## src/rtl/mem_map_decoder.sv

```systemverilog
// mem_map_decoder
// ---------------------------------------------------------------------------
// Registered one-hot region decoder for the memory-mapped I/O and interrupt
// control block. A region select S is turned into a one-hot strobe vector,
// gated by a software-loadable region mask, and registered so that the
// downstream peripheral enables are glitch-free.
//
// Ports:
//   CLK      in   1      system clock, all state updates on the rising edge
//   RST_N    in   1      synchronous active-low reset
//   S        in   SEL_W  region select (address high nibble)
//   en       in   1      decode enable; decode result captured this cycle
//   mask_we  in   1      mask write enable
//   mask_in  in   OUT_W  new mask value, loaded when mask_we=1
//   mapOut   out  OUT_W  registered one-hot region strobe (bit i = region i)
//   hit      out  1      registered, high when mapOut is nonzero
//   sel_q    out  SEL_W  S value captured with the last decode
//   mask_q   out  OUT_W  current mask register value
// ---------------------------------------------------------------------------
module mem_map_decoder #(
  parameter int                SEL_W      = 4,
  parameter int                OUT_W      = 16,
  parameter logic [OUT_W-1:0]  RESET_MASK = 16'hFFFF
) (
  input  logic             CLK,
  input  logic             RST_N,
  input  logic [SEL_W-1:0] S,
  input  logic             en,
  input  logic             mask_we,
  input  logic [OUT_W-1:0] mask_in,
  output logic [OUT_W-1:0] mapOut,
  output logic             hit,
  output logic [SEL_W-1:0] sel_q,
  output logic [OUT_W-1:0] mask_q
);

  // The decoder only makes sense when every select value maps to exactly
  // one strobe bit, so refuse to elaborate otherwise.
  generate
    if (OUT_W != 2**SEL_W) begin : gBadWidth
      $error("mem_map_decoder: OUT_W (%0d) must equal 2**SEL_W (%0d)", OUT_W, 2**SEL_W);
    end
  endgenerate

  logic [OUT_W-1:0] regionSel;
  logic [OUT_W-1:0] maskedSel;
  logic [OUT_W-1:0] mapOutReg;
  logic             hitReg;
  logic [SEL_W-1:0] selReg;
  logic [OUT_W-1:0] maskReg;

  // One comparator per region: each strobe bit is an independent equality
  // match, which guarantees the vector is one-hot for every S.
  genvar gi;
  generate
    for (gi = 0; gi < OUT_W; gi = gi + 1) begin : gRegion
      assign regionSel[gi] = (S == SEL_W'(gi));
    end
  endgenerate

  // Decode uses the mask as it stands before this edge, so a mask write in
  // the same cycle only affects decodes from the following cycle onward.
  assign maskedSel = regionSel & maskReg;

  always_ff @(posedge CLK) begin
    if (!RST_N) begin
      mapOutReg <= '0;
      hitReg    <= 1'b0;
      selReg    <= '0;
      maskReg   <= RESET_MASK;
    end else begin
      if (en) begin
        mapOutReg <= maskedSel;
        hitReg    <= |maskedSel;
        selReg    <= S;
      end else begin
        // Strobes are single-cycle: drop them whenever decode is idle.
        mapOutReg <= '0;
        hitReg    <= 1'b0;
      end
      if (mask_we) begin
        maskReg <= mask_in;
      end
    end
  end

  assign mapOut = mapOutReg;
  assign hit    = hitReg;
  assign sel_q  = selReg;
  assign mask_q = maskReg;

endmodule

```

## config.mk

```make
export PLATFORM = sky130hd
export DESIGN_NAME = mem_map_decoder
export DESIGN_NICKNAME = d
export VERILOG_FILES = /design/src/rtl/mem_map_decoder.sv
export SDC_FILE = /design/constraint.sdc
export NUM_CORES = 1
export LEC_CHECK = 0
export CAP_MARGIN = 5
export CORE_AREA = 4 4 64 66
export CTS_BUF_LIST = sky130_fd_sc_hd__clkbuf_8
export CTS_CLUSTER_SIZE = 14
export DETAILED_ROUTE_END_ITERATION = 10
export DIE_AREA = 0 0 68 70
export GPL_TIMING_DRIVEN = 0
export PLACE_DENSITY = 0.76
export SLEW_MARGIN = 20
export SYNTH_ARGS = -nofsm -noshare
export SYNTH_HDL_FRONTEND = slang
export SYNTH_SLANG_ARGS = --single-unit
```

## constraint.sdc

```tcl
create_clock -name CLK -period 2.03 [get_ports CLK]
set_clock_uncertainty 0.15 [all_clocks]
set_input_delay 0.609 -clock CLK [delete_from_list [all_inputs] [get_ports CLK]]
set_output_delay 0.609 -clock CLK [all_outputs]
set_load 0.005 [all_outputs]
```

# ---- Word-level counts from Yosys, hierarchy flattened
# Index checks and enable logic that the tools add are counted.
dict set report word_totals {
  word_cells 23
  n_memories 0
  register_bits 37
  out_inout_bits 37
  mem_bits_ro 0
  mem_bits_rw 0
  inputBits 24
  latchBits 0
}
dict set report classes {
  shifts 0
  addsub 0
  n_mux 0
  order_cmp 0
  bitwise 1
  n_mul 0
  eq_ne 15
  n_reduce_logical 3
  div_mod_pow 0
}
# cell count
set ops {}
lappend ops {{$eq 4x4->1 const B} 8}
lappend ops {{$and 16x16->16} 1}
lappend ops {{$eq 4x3->1 const B} 4}
lappend ops {{$reduce_or 16->1} 1}
lappend ops {{$eq 4x2->1 const B} 2}
lappend ops {{$eq 4x1->1 const B} 1}
lappend ops {{$logic_not 4->1} 1}
lappend ops {{$reduce_and 2->1} 1}

# ---- Logic depth before layout (Yosys ltp)
# Gate-level depths: netlist of the first run.
dict set report depth {
  ltp_word 3
  mapped_depth 5
  mapped_depth_nobuf 4
}

# ---- Least setup slack after synthesis of the first run
# Ideal clock, no wire load.
dict set report synth_path {
  path_kind {input to register}
  start {input port S[0]}
  end {register hitReg, in the netlist hit}
  setup_ns 0.125
  slack_ns 0.267
  n_path_buf 1
  arrival_time_ns 1.488
  required_time_ns 1.755
  cell_stages 5
  cell_sequence {buf_6 mux4_2 nor2b_4 o21ai_2 a31oi_1}
}
dict set report synth_between {
  elab_chain_cells 3
  word_cells_on_any_way 18
}
# element line_no
set synth_rtl {}
lappend synth_rtl {{start, declared} 27} ;# input logic [SEL_W-1:0] S,
lappend synth_rtl {{$eq 4x1->1, or another cell as far along} 57} ;# assign regionSel[gi] = (S == SEL_W'(gi));
lappend synth_rtl {{$and 16x16->16 (*)} 63} ;# assign maskedSel = regionSel & maskReg;
lappend synth_rtl {{$reduce_or 16->1 (*)} 74} ;# hitReg <= |maskedSel;
lappend synth_rtl {{end signal, assigned} 74}
lappend synth_rtl {{end, declared} 48} ;# logic hitReg;
# Mark *: on every way between the ends. The rest lies on a longest branch, timed or not.
# A chain may end at the register's enable or synchronous reset.

# ---- Worst setup path in the final report of the first run
dict set report layout_path {
  start {register maskReg[4], in the netlist mask_q[4]}
  end {output port mask_q[4]}
}
# element line_no
set layout_lines {}
lappend layout_lines {{start, declared} 50} ;# logic [OUT_W-1:0] maskReg;
lappend layout_lines {{start signal, assigned} 82} ;# maskReg <= mask_in;
lappend layout_lines {{end, declared} 34} ;# output logic [OUT_W-1:0] mask_q
# No word-level cell between the ends.

==> results of run 1 <==
-- flip-flops by register name, summed over array words and instances (netlist names) --
| name | cells |
|---|---|
| sel_q | 4 |
| mapOut | 16 |
| hit | 1 |
| mask_q | 16 |
-- timing repair --
action / 4_1_cts / 5_1_grt
setup buffers: 0 / 0
hold endpoints to repair: 0 / 0
gates resized for setup: 0 / 2
setup endpoints to repair: 0 / 1
-- kinds of logic after synthesis --
family                 Yosys count
flip-flops                      37
multiplexers                    26
AO/OA/AOI/OAI                    2
AND/OR/NAND/NOR                 54
buffers and inverters            9
-- per-layer routing --
layer | part of all wire (%) | vias up | wire length (um) | global-route usage, %
met1 | 39 | 520 | 1320 | 18.1
met2 | 49 | 54 | 1670 | 23.9
met5 | 0 | - | 0 | 0
met4 | 3.2 | 0 | 108 | 8.61
met3 | 8.3 | 10 | 281 | 4.66
li1 | - | 564 | - | -
-- per-stage QoR --
step	hold WS, ns	instances	power (mW)	setup WS (ns)	setup TNS (ns)
after floorplan	0.344	128	0.883	0.267	0
after global routing	0.375	239	1.60	-0.00833	-0.00833
after CTS	0.370	239	1.54	0.0378	0
after detailed placement	0.352	231	1.00	-0.200	-0.200
after global placement	0.345	231	0.994	-0.187	-0.187
final	0.361	239	1.52	0.0441	0
-- cell type report --
type	count	area (um2)	share of cell area, %
plain buffers	8	62.6	2.95
clock buffers	7	96.3	4.54
clock inverters	1	5.00	0.236
inverters	1	3.75	0.177
multi-input cells	82	602	28.4
flip-flops and latches	37	741	34.9
well taps	48	60.1	2.83
repair buffers	55	551	26.0
-- power by group --
group	switching, mW	total (mW)	internal (mW)	leakage, nW
Combinational	0.0768	0.207	0.130	0.587
Sequential	0.0236	0.778	0.754	0.303
Clock	0.234	0.540	0.306	0.0542
Total	0.334	1.52	1.19	0.944
-- cells in the mapped netlist (all sizes together) --
cell type | n | share of area [%]
nor3b | 1 | 0.54
clkbuf | 2 | 0.54
nor2b | 6 | 3.2
dfxtp | 37 | 53
inv | 1 | 0.27
buf | 6 | 3.9
and2b | 1 | 0.63
and2 | 1 | 0.54
o21ai | 1 | 0.63
nor3 | 4 | 1.4
nand2 | 17 | 4.6
mux2i | 24 | 17
nand3 | 2 | 0.71
a31oi | 1 | 0.45
nor4 | 1 | 0.45
and3 | 16 | 7.1
nor2 | 4 | 1.1
nand2b | 1 | 0.45
mux4 | 2 | 3.5
-- final timing paths --
path	startpoint	endpoint
max reg2reg	mask_q[13]$_SDFFE_PN1P_	hit$_SDFF_PN0_
max	mask_q[4]$_SDFFE_PN1P_	mask_q[4]
min reg2reg	sel_q[3]$_SDFFE_PN0P_	sel_q[3]$_SDFFE_PN0P_
min	sel_q[3]$_SDFFE_PN0P_	sel_q[3]$_SDFFE_PN0P_
==> flow_summary.yaml, run 1 <==
yosys:
  syn_nets: 152
  yosys_warnings: 0
  synthSimpleGateAreaFrac_pct: 20.7
  synth_fa_ha_area_share_pct: 0
  synth_cell_types: 22
  avgSynthCellArea_um2: 10.9
  synth_compound_area_share_pct: 1.07
  ys_seq_area_share_pct: 52.9
  synth_top_family_by_area: "simple AND/OR/NAND/NOR gates"
  ys_seq_elements: 37
  synthCells: 128
  synthXorXnorAreaFrac_pct: 0
  netlist_area_mm2: 0.00140
  synth_mux_area_share_pct: 20.6
floorplan:
  die-area_mm2: 0.00476
  die_w_um: 68
  start_util_pct: 39.2
  placementRows: 22
  pin_count: 61
  die_h_um: 70
  core-area_mm2: 0.00358
worst_hold_path:
  worstHoldPathCells: 2
  hold_class: "register to register"
critical_path:
  cp-end-kind: "output pin"
  cp_max_fo: 4
  slowest_delay_ns: 0.56
  path_depth: 1
  cp-start-kind: "register"
  path_class: "register to output pin"
  crit_required_ns: 1.27
  crit_buf_inv: 1
  r2r_setup_slack_ns: 0.61
  critPathSlowestCell: "clkdlybuf4s50_1"
  r2r_cells: 4
  cp.arrival_ns: 1.23
  cp_top_family: "buffers and inverters"
  cp_cell_sequence: "clkdlybuf4s50_1"
layout:
  final_net_count: 214
  finish.utilization_pct: 59.3
  drive_above_1_share_pct: 10.5
  diodes: 0
  layout_commonest_cell: "clkdlybuf4s50_1"
  final_cell_mix: "clkdlybuf4s50_1, dfxtp_1, mux2i_1"
  syn_to_final_growth_pct: 51.3
  fill_cells: 302
  fin_area_mm2: 0.00212
power:
  ir_drop_mv: 0.287
  power.leakage_nw: 0.944
  power_density_mw_per_mm2: 719
placement:
  io_buffers: 55
  gp_congestion: 0.771
  dp_hpwl_um: 2720
  placedInstanceArea_mm2: 0.00201
sta:
  slew_headroom_pct: 69.0
  fin_crit_sh_pct: 97.8
  final_max_slew_viol_count: 0
  setup_violations: 0
  hold_viol: 0
  period_minus_slack_ns: 1.99
  max_slew.worst_pin.slew_ns: 0.463
  max_freq_mhz: 504
detailed_routing:
  num_vias: 1148
  routedWlPerCell_um: 14.2
  viasPerCell: 4.80
  ant_nets: 0
  post-route-drc-count: 0
  routed_wl_um: 3380
  first_pass_iters: 4
  drt-initial-drc-count: 31
cts:
  cts_hold_buffers: 0
  cts.root.buffer_cell: "clkbuf_8"
  insertion_delay_ns: 0.28
  cts_tree: "yes"
  cts_buffer_depth: 2
  path_clk_slew_ns: 0.07
  cts_made_buffers: 5
  cts.sinks: 37
  htree_num_levels: 2
flow_run:
  maxCapViolCount: 0
grt:
  antenna_found_initial: 0
  grt_overflow: 0
  grt_pass1_wl_um: 5440
  grt_pass1_vias: 1152
  grt_max_degree: 12
  grt_usage_pct: 15.3
outcome:
  status: "complete, no violations"
No activity file was read; power rests on OpenSTA's default activity.
==> run 2: changes to the inputs <==
Settings changed: SETUP_SLACK_MARGIN from default to 0.2, TNS_END_PERCENT from default to 50.
==> run 2 against run 1 <==
Net effect: sequential share of layout area rose by 0.39 points; design area rose by 2.1%; total power fell by 0.50%; flip-flop and latch count did not move; count of clock-buffer cells in the layout did not move; global-route usage rose by 0.39 points; setup slack improved by 0.13 ns; critical path type unchanged; highest routed layer unchanged.
==> flow_summary.yaml, run 2 (synthesized netlist as in run 1, its figures left out) <==
outcome:
  status: "complete, no violations"
grt:
  grt_pass1_vias: 1162
  antenna_found_initial: 0
  grt_usage_pct: 15.7
  grt_pass1_wl_um: 5580
  grt_max_degree: 12
  grt_overflow: 0
power:
  power.leakage_nw: 1.10
  swShare_pct: 22.1
  power_frac_comb_pct: 13.0
  netSwitchingPower_mw: 0.336
  p_int_mw: 1.18
  finalPower_mw: 1.52
  ir_drop_mv: 0.309
  power_density_mw_per_mm2: 701
  clockPowerShare_pct: 35.7
  seqPwrFrac_pct: 51.3
worst_hold_path:
  hold_class: "register to register"
detailed_routing:
  post-route-drc-count: 0
  routedWlPerCell_um: 14.3
  drt-initial-drc-count: 50
  num_vias: 1163
  routed_wl_um: 3460
  first_pass_iters: 4
  viasPerCell: 4.81
  ant_nets: 0
critical_path:
  critPathSlowestCell: "clkdlybuf4s50_1"
  cp-end-kind: "output pin"
  cp_top_family: "buffers and inverters"
  path_class: "register to output pin"
  cp.arrival_ns: 1.10
  crit_buf_inv: 1
  cp_cell_sequence: "clkdlybuf4s50_1"
  cp_max_fo: 1
  slowest_delay_ns: 0.50
  cp-start-kind: "register"
  crit_required_ns: 1.27
sta:
  period_minus_slack_ns: 1.86
  slew_headroom_pct: 73.3
  fin_crit_sh_pct: 91.5
  max_slew.worst_pin.slew_ns: 0.401
  setup_violations: 0
  timing.final.ws_setup_ns: 0.172
  rsz0062_at_grt: "true"
  hold_viol: 0
  final_max_slew_viol_count: 0
  hold_slack_ns: 0.340
  max_freq_mhz: 538
floorplan:
  die_h_um: 70
  start_util_pct: 39.2
  core-area_mm2: 0.00358
  die_w_um: 68
  die-area_mm2: 0.00476
  pin_count: 61
  placementRows: 22
cts:
  cts_hold_buffers: 0
  cts_made_buffers: 5
  cts_tree: "yes"
  path_clk_slew_ns: 0.07
  cts.root.buffer_cell: "clkbuf_8"
  cts_buffer_depth: 2
  cts.sinks: 37
  insertion_delay_ns: 0.28
  htree_num_levels: 2
layout:
  fill_cells: 310
  diodes: 0
  syn_to_final_growth_pct: 54.5
  drive_above_1_share_pct: 20.6
  final_cell_mix: "clkdlybuf4s50_1, mux2i_1, dfxtp_1"
  layout_commonest_cell: "clkdlybuf4s50_1"
  final_net_count: 217
placement:
  dp_hpwl_um: 2720
  dp_worst_setup_slack_ns: -0.200
  gp_congestion: 0.771
  io_buffers: 55
flow_run:
  maxCapViolCount: 0
## run 2: changes by cell type in the layout (fill, tap and decap cells not counted)
cell | before | now
clkdlybuf4s50_1 | 55 | 27
dfxtp_1 | 37 | 20
nor2b_4 | 2 | 1
nor2b_2 | 0 | 1
dlymetal6s2s_1 | 0 | 10
dfxtp_4 | 0 | 1
buf_4 | 0 | 3
dfxtp_2 | 0 | 16
dlygate4sd2_1 | 0 | 18
## run 2: per-stage QoR
| stage | instances | area, um2 | setup TNS, ns | util [%] |
|---|---|---|---|---|
| final | 242 | 2160 | 0 | 60.5 |
| after global routing | 242 | 2160 | 0 | 60.5 |
| after CTS | 242 | 2130 | 0 | 59.7 |
| after detailed placement | 231 | 2010 | -0.200 | 56.2 |
| after global placement | 231 | 2010 | -0.187 | 56.2 |
| after floorplan | 128 | 1400 | 0 | - |
## run 2: worst paths after layout
path,startpoint,endpoint,slack [ns],cells after the start
setup / recovery,mapOut[0]$_SDFF_PN0_,mapOut[0],0.17,1
setup reg to reg,mask_q[13]$_SDFFE_PN1P_,hit$_SDFF_PN0_,0.50,5
hold reg to reg,mask_q[8]$_SDFFE_PN1P_,mask_q[8]$_SDFFE_PN1P_,0.34,2
hold / removal,mask_q[8]$_SDFFE_PN1P_,mask_q[8]$_SDFFE_PN1P_,0.34,2
## run 2: layer usage
| metal | routed length (um) | vias up | share of wire [%] | GRT usage (%) |
|---|---|---|---|---|
| li1 | - | 571 | - | - |
| met1 | 1370 | 527 | 40 | 18.8 |
| met2 | 1710 | 55 | 49 | 24.1 |
| met3 | 270 | 10 | 7.8 | 4.66 |
| met4 | 119 | 0 | 3.4 | 9.27 |
| met5 | 0 | - | 0 | 0 |
## run 2: area by class of cell
| cell class | count | area, um2 | share of cell area [%] |
|---|---|---|---|
| flip-flops and latches | 37 | 764 | 35.3 |
| multi-input cells | 82 | 597 | 27.6 |
| repair buffers | 58 | 576 | 26.6 |
| clock buffers | 7 | 96.3 | 4.45 |
| plain buffers | 8 | 62.6 | 2.89 |
| well taps | 48 | 60.1 | 2.77 |
| clock inverters | 1 | 5.00 | 0.231 |
| inverters | 1 | 3.75 | 0.173 |
## run 2: power by group through the flow
stage	logic, mW	registers [mW]	clock network, mW
4_1_cts	0.200	0.779	0.555
6_report	0.197	0.779	0.541
2_1_floorplan	0.0928	0.790	0
3_3_place_gp	0.201	0.793	0
5_1_grt	0.215	0.783	0.597
3_5_place_dp	0.207	0.794	0
## run 2: timing repair
action                     in CTS  in global routing
setup endpoints to repair      38                 20
gates resized for setup        34                 13
buffers inserted                3                  0
## run 2: worst reg2reg max path: cells and delay by family (launching register included)
family	cells	cell delay, ns
multiplexers	1	0.46
flip-flops	1	0.33
AO/OA/AOI/OAI	2	0.20
AND/OR/NAND/NOR	1	0.14
buffers and inverters	1	0.13
==> run 3: changes to the inputs <==
Settings changed: CORE_AREA 4 4 64 66 to 2 2 62 64, DIE_AREA 0 0 68 70 to 0 0 64 66.
==> run 3 against run 2 <==
Net effect: die area shrank 11%; critical path depth stayed put; largest cell class unchanged; global-route usage grew 1.7 points; setup slack better by 0.013 ns; design area shrank 0.29%; hold slack improved by 0.0057 ns; count of clock-buffer cells in the layout fell by 1.
==> flow_summary.yaml, run 3 (synthesized netlist as in run 1, its figures left out) <==
outcome:
  status: "complete, no violations"
placement:
  placedInstanceArea_mm2: 0.00201
  dp_hpwl_um: 2530
  dp_worst_setup_slack_ns: -0.220
  placedCellCount: 231
  io_buffers: 55
  gp_congestion: 0.844
cts:
  path_clk_slew_ns: 0.07
  insertion_delay_ns: 0.28
  cts_buffer_depth: 2
  cts_hold_buffers: 0
  cts_tree: "yes"
  htree_num_levels: 2
  cts.sinks: 37
  cts.root.buffer_cell: "clkbuf_8"
  cts_made_buffers: 5
critical_path:
  cp-start-kind: "register"
  cp.arrival_ns: 1.09
  path_class: "register to output pin"
  cp-end-kind: "output pin"
  cp_max_fo: 1
  cp_cell_sequence: "clkdlybuf4s50_1"
  critPathSlowestCell: "clkdlybuf4s50_1"
  cp_top_family: "buffers and inverters"
  crit_buf_inv: 1
  crit_required_ns: 1.27
  cp-startpoint: "mapOut[4]$_SDFF_PN0_"
  slowest_delay_ns: 0.49
  rr_startpoint: "mask_q[12]$_SDFFE_PN1P_"
detailed_routing:
  routedWlPerCell_um: 13.5
  num_vias: 1149
  ant_nets: 0
  first_pass_iters: 4
  routed_wl_um: 3280
  viasPerCell: 4.73
  drt-initial-drc-count: 39
  post-route-drc-count: 0
sta:
  hold_viol: 0
  fin_tns_setup_ns: 0
  period_minus_slack_ns: 1.85
  setup_violations: 0
  max_slew.worst_pin.slew_ns: 0.417
  timing.final.ws_setup_ns: 0.185
  fin_crit_sh_pct: 90.9
  max_freq_mhz: 542
  slew_headroom_pct: 72.2
  final_max_slew_viol_count: 0
  rsz0062_at_grt: "true"
grt:
  antenna_found_initial: 0
  grt_pass1_vias: 1171
  grt_overflow: 0
  grt_usage_pct: 17.3
  grt_max_degree: 11
  grt_pass1_wl_um: 5570
power:
  ir_drop_mv: 0.378
  finalPower_mw: 1.46
  power.leakage_nw: 1.10
  power_density_mw_per_mm2: 678
floorplan:
  core-area_mm2: 0.00355
  placementRows: 22
  pin_count: 61
  die-area_mm2: 0.00422
  start_util_pct: 39.5
  die_h_um: 66
  die_w_um: 64
layout:
  layout_commonest_cell: "clkdlybuf4s50_1"
  final_cells: 243
  final_cell_mix: "clkdlybuf4s50_1, mux2i_1, dfxtp_1"
  syn_to_final_growth_pct: 54.0
  final_net_count: 219
  fill_cells: 302
  drive_above_1_share_pct: 20.5
  diodes: 0
  fin_area_mm2: 0.00216
worst_hold_path:
  hold_class: "register to register"
  hold_start: "mask_q[8]$_SDFFE_PN1P_"
flow_run:
  maxCapViolCount: 0
-- run 3: path summary, 6_finish.rpt --
check             depth (start not counted)                     end  slack, ns
setup / recovery                          1               mapOut[4]       0.18
hold / removal                            2  mask_q[8]$_SDFFE_PN1P_       0.35
setup reg to reg                          5          hit$_SDFF_PN0_       0.51
hold reg to reg                           2  mask_q[8]$_SDFFE_PN1P_       0.35
-- run 3: stage by stage --
stage / hold slack, ns / utilization (%)
4_1_cts: 0.348 / 60.1
6_report: 0.346 / 60.8
2_1_floorplan: 0.344 / -
5_1_grt: 0.375 / 60.8
3_3_place_gp: 0.347 / 56.7
3_5_place_dp: 0.364 / 56.7
-- run 3: cell type report --
class / instances / area (um2) / share of cell area [%]
Sequential cell: 37 / 762 / 35.3
Multi-Input combinational cell: 82 / 597 / 27.7
Timing Repair Buffer: 60 / 587 / 27.2
Clock buffer: 6 / 82.6 / 3.83
Buffer: 8 / 62.6 / 2.90
Tap cell: 48 / 60.1 / 2.78
Clock inverter: 1 / 3.75 / 0.174
Inverter: 1 / 3.75 / 0.174
-- run 3: worst min-delay path, delay by kind of cell (launching register included) --
kind,cells,cell delay (ns)
flops,1,0.35
mux,1,0.07
simple gates,1,0.05
-- run 3: repair_timing --
| item | 4_1_cts | 5_1_grt |
|---|---|---|
| resized for setup | 36 | 10 |
| endpoints found under the setup margin | 38 | 19 |
| cloned | 0 | 0 |
| buffers inserted | 5 | 0 |
-- run 3: power by group --
| group | internal [mW] | leakage [nW] | total, mW | switching, mW |
|---|---|---|---|---|
| registers | 0.759 | 0.298 | 0.779 | 0.0204 |
| logic | 0.120 | 0.755 | 0.200 | 0.0802 |
| clock network | 0.263 | 0.0485 | 0.485 | 0.221 |
| total | 1.14 | 1.10 | 1.46 | 0.322 |
-- run 3: metal layers --
metal	vias to the layer above	global-route usage (%)	share of wire, %
met1	532	20.3	42
li1	570	-	-
met2	42	29.7	50
met3	5	2.73	5.3
met4	0	10.6	2.2
met5	-	0	0
